### src/rtl/csa_fold_acc.sv
// csa_fold_acc: folded carry-save multi-operand accumulator.
// One operand per cycle is folded into a redundant sum/carry pair through a
// single 3:2 level; the operand flagged last triggers one carry-propagate add
// and the result is held until the consumer takes it.
module csa_fold_acc #(
    parameter int WIDTH = 32,
    parameter int CNT_W = 8
) (
    input  logic             clk,
    input  logic             rst_n,
    input  logic             in_valid,
    output logic             in_ready,
    input  logic [WIDTH-1:0] in_data,
    input  logic             in_last,
    output logic             out_valid,
    input  logic             out_ready,
    output logic [WIDTH-1:0] out_sum,
    output logic [CNT_W-1:0] out_count,
    output logic             out_cnt_sat
);

    typedef enum logic [1:0] {ACC, ADD, OUT} state_t;

    localparam logic [CNT_W-1:0] CNT_MAX = '1;

    state_t           state;
    logic [WIDTH-1:0] s, c, r;
    logic [WIDTH-1:0] s_nxt, c_nxt, maj;
    logic [CNT_W-1:0] cnt;
    logic             sat;
    logic             accept;

    // Handshake flags depend on state alone, so no path from in_valid/out_ready.
    assign in_ready    = (state == ACC);
    assign out_valid   = (state == OUT);
    assign accept      = in_valid && (state == ACC);
    assign out_sum     = r;
    assign out_count   = cnt;
    assign out_cnt_sat = sat;

    // One 3:2 level: bitwise sum, majority shifted up one place, top carry dropped.
    always_comb begin
        s_nxt = s ^ c ^ in_data;
        maj   = (s & c) | (s & in_data) | (c & in_data);
        c_nxt = {maj[WIDTH-2:0], 1'b0};
    end

    // Control FSM together with the accumulator, counter and result registers.
    always_ff @(posedge clk or negedge rst_n) begin
        if (!rst_n) begin
            state <= ACC;
            s     <= '0;
            c     <= '0;
            r     <= '0;
            cnt   <= '0;
            sat   <= 1'b0;
        end else begin
            case (state)
                ACC: begin
                    if (accept) begin
                        s <= s_nxt;
                        c <= c_nxt;
                        if (cnt != CNT_MAX)
                            cnt <= cnt + 1'b1;
                        // Flag as soon as the count lands on the ceiling.
                        if (cnt >= CNT_MAX - 1'b1)
                            sat <= 1'b1;
                        if (in_last)
                            state <= ADD;
                    end
                end
                ADD: begin
                    r     <= s + c;
                    state <= OUT;
                end
                OUT: begin
                    if (out_ready) begin
                        s     <= '0;
                        c     <= '0;
                        cnt   <= '0;
                        sat   <= 1'b0;
                        state <= ACC;
                    end
                end
                default: state <= ACC;
            endcase
        end
    end

endmodule

### config.mk
export PLATFORM = sky130hd
export DESIGN_NAME = csa_fold_acc
export DESIGN_NICKNAME = d
export VERILOG_FILES = /design/src/rtl/csa_fold_acc.sv
export SDC_FILE = /design/constraint.sdc
export NUM_CORES = 1
export LEC_CHECK = 0
export BUFFER_PORTS_ARGS = -buffer_cell sky130_fd_sc_hd__buf_2
export CAP_MARGIN = 40
export CORE_MARGIN = 3
export CORE_UTILIZATION = 40
export CTS_BUF_LIST = sky130_fd_sc_hd__clkbuf_4
export CTS_CLUSTER_DIAMETER = 30
export DETAILED_ROUTE_END_ITERATION = 6
export SLEW_MARGIN = 5
export SYNTH_ARGS = -nofsm -noshare
export SYNTH_HDL_FRONTEND = slang
export SYNTH_SLANG_ARGS = --single-unit
### constraint.sdc
create_clock -name clk -period 3.2 [get_ports clk]
set_input_delay 0.64 -clock clk [delete_from_list [all_inputs] [get_ports clk]]
set_output_delay 0.64 -clock clk [all_outputs]
set_load 0.01 [all_outputs]
==> impl_results.md <==
- Status: complete, no violations
- Min Clock Period, post-route: 2.62 ns
- Die Ht: 131 um
- Max cap viols: 0
- Yosys reg bits: 106
- Cell taking the most area after synthesis: dfrtp_1
- Final GP Congestion: 0.859
- Slowest stage cell, crit path: or4_1
- Max rail drop VDD: 0.369 mV
- Commonest non-fill, non-tap cell in the layout: dfrtp_1
- Final hold violation count: 0
- TritonCTS clock tree: built
- RR Startpoint: c[1]
- # hold bufs at CTS: 0
- Final instance area: 6980 um^2
- Final ANT Viol Nets: 0
- Clk_lat worst skew: 0.48 ns
- Mean post-synth cell area: 10.8 um^2
- Post-DR wirelength/cell: 16.7 um
- Clock buffer count from CTS: 9
- DRC errors left: 0
- Boundary Pins: 80
- Static leakage: 0.00336 uW
- Psw: 3100 uW
- H-tree Lvls: 3
- Sequential share of the synthesized area: 42.3%
- R2R depth: 10
- Max Clock Skew: 0.0200 ns
- Pre-CTS setup slack: 0.624 ns
- Crit path capture type: flop
- Initial Utilization: 41.1%
- Worst Path Max Fanout: 3
- Clk slew on worst S/H paths: 0.17 ns
- Initial antenna violation count: 0
- Synth Cell Area: 6270 um^2
- Setup ws final: 0.578 ns
- Synth top area share: 42.3%
- FF-to-FF setup slack: 0.58 ns
- Remaining Overflow, GRT: 0
- Synth area leaders: dfrtp_1, fa_1, a22o_1
- Count of final setup violators: 0
- Vias/cell: 5.48
- Worst-Margin Slew: 0.828 ns
- First-pass GRT wire length: 24600 um
- # resized after CTS: 0
- Post-DP Area: 6870 um^2
- Die area: 17200 um^2
- WS Path Type: flop to flop
- Unrepaired setup endpoints after global routing: false
- Drt total wl: 14400 um
- Fmax: 0.381 GHz
- Setup bufs post-CTS: 0
- Die W: 131 um
- DRT Pass-1 Iters: 5
- Crit path max-delay family: simple AND/OR/NAND/NOR gates
- Startpoint Class: flop
- Clock Power Share: 9.2%
- Antenna cells: 0
- Clock sinks: 106
- Area grow syn2layout: 11.4%
- Root Driver: clkbuf_4
- Fraction of layout cells with a size suffix above 1: 17.8%
- Post-layout nets: 746
- Setup TNS: 0 ns
- Most frequent cells in the layout: dfrtp_1, buf_2, a22o_1
- Slew Limit Fails: 0
- Post-synth EDFFs: 0
- HPWL after DPL: 10700 um
- Ys Warns: 0
- Starting DRT DRC Count: 198
- FF-to-FF End: out_sum[27]
- Syn Nets: 682
- CTS max path bufs: 2
- Core Area: 15300 um^2
- Slew headroom: 44.7%
- CP required: 3.62 ns
- Pwr Density: 967 nW/um^2
- Combinational fraction of design power: 54.4%
- WP buf/inv: 1
- CP Cell Sequence: ha_1, inv_1, fa_1, nor2b_1, o211a_1, o2111ai_1, nand2_1, a31oi_1, or4_1, nand3_1
- Crit path DAT: 3.05 ns
- # port buffers: 79
- Int Pwr: 3650 uW
- Flop pwr share: 36.4%
- HP Class: input pin to asynchronous set/reset pin
- Slowest stage delay, CP: 0.48 ns
- Post-synth ARST share: 100%
- Rows: 45
- Vias: 4715
- Post-Syn Instances: 581
- Largest net degree at the start of global routing: 64
- Period utilisation layout: 81.9%
- Total Routing Usage GR: 17.4%
- Switch share: 45.9%
- Vias in the first global route: 4792
- Cell variety after synth: 59
- Top_reg_cell synth: dfrtp_1
power by group through the flow:
| stage | Clock (uW) | Sequential (uW) | Combinational (uW) |
|---|---|---|---|
| floorplan | 0 | 2450 | 2620 |
| global placement | 0 | 2470 | 3600 |
| detailed placement | 0 | 2500 | 3670 |
| CTS | 657 | 2470 | 3690 |
| global route | 709 | 2560 | 4150 |
| finish | 621 | 2460 | 3670 |
worst max-delay path by stage:
stage	from	endpoint	slack, ns	cells after the start
finish	c[1]	out_sum[27]	0.58	10
global route	c[1]	out_sum[25]	0.42	10
CTS	c[1]	out_sum[27]	0.58	10
detailed placement	c[1]	out_sum[27]	0.62	10
global placement	c[1]	out_sum[27]	0.69	10
floorplan	c[1]	out_sum[27]	0.89	10
stage by stage:
stage / utilization, % / total power, uW / instances / hold WS, ns
after CTS: 45.8 / 6820 / 861 / 0.163
after detailed placement: 45.0 / 6170 / 845 / 0.470
final: 45.8 / 6750 / 861 / 0.182
after global placement: 45.0 / 6070 / 845 / 0.458
after global routing: 45.8 / 7410 / 861 / 0.179
after floorplan: - / 5070 / 581 / 0.344
cell type report:
| type | count | area [um^2] |
|---|---|---|
| clock inverters | 7 | 46.3 |
| well taps | 211 | 264 |
| multi-input cells | 433 | 3470 |
| flip-flops and latches | 106 | 2650 |
| clock buffers | 9 | 67.6 |
| inverters | 12 | 45.0 |
| fillers | 1485 | 8270 |
| repair buffers | 83 | 440 |
worst reg2reg max path, delay by kind of cell (launching register included):
family          cells  cell delay (ns)
simple gates        4             0.94
fa+ha+maj           2             0.62
compound gates      3             0.49
flops               1             0.45
buf+inv             1             0.07
synth_stat cells (4+ instances only):
| master | number |
|---|---|
| dfrtp_1 | 106 |
| a22o_1 | 62 |
| nand2_1 | 52 |
| ha_1 | 33 |
| o21ai_0 | 33 |
| a21oi_1 | 31 |
| fa_1 | 31 |
| nor2_1 | 26 |
| clkbuf_1 | 22 |
| xor2_1 | 18 |
| a21o_1 | 13 |
| inv_1 | 12 |
| nand4_1 | 12 |
| o21a_1 | 11 |
| o21bai_1 | 11 |
| xnor2_1 | 11 |
| o21ai_1 | 10 |
| a31oi_1 | 6 |
| and3_1 | 6 |
| buf_2 | 6 |
| nand3_1 | 6 |
| nor3_1 | 6 |
| a211oi_1 | 4 |
| nor2b_1 | 4 |
per-layer routing:
layer,vias to the layer above,share of wire (%),GRT usage (%)
met3,8,4.2,4.29
met4,0,0.85,4.08
met5,-,0,0
met2,112,47,27.9
li1,2258,-,-
met1,2337,48,24.0
flip-flops by register name, summed over array words and instances, names as in the netlist:
signal / flops
c: 31
out_cnt_sat: 1
out_count: 8
out_sum: 32
s: 32
state: 2
logic make-up (layout without fill, tap and decap cells):
kind of cell    count (synthesis)  in the layout  share of synthesized area [%]
xor+xnor                       29             29                           4.05
simple gates                  130            130                           9.89
flops                         106            106                           42.3
buf+inv                        42            111                           2.69
fa+ha+maj                      64             64                           16.5
mux                             2              2                          0.339
compound gates                208            208                           24.3
No activity file was read; power rests on OpenSTA's default activity.
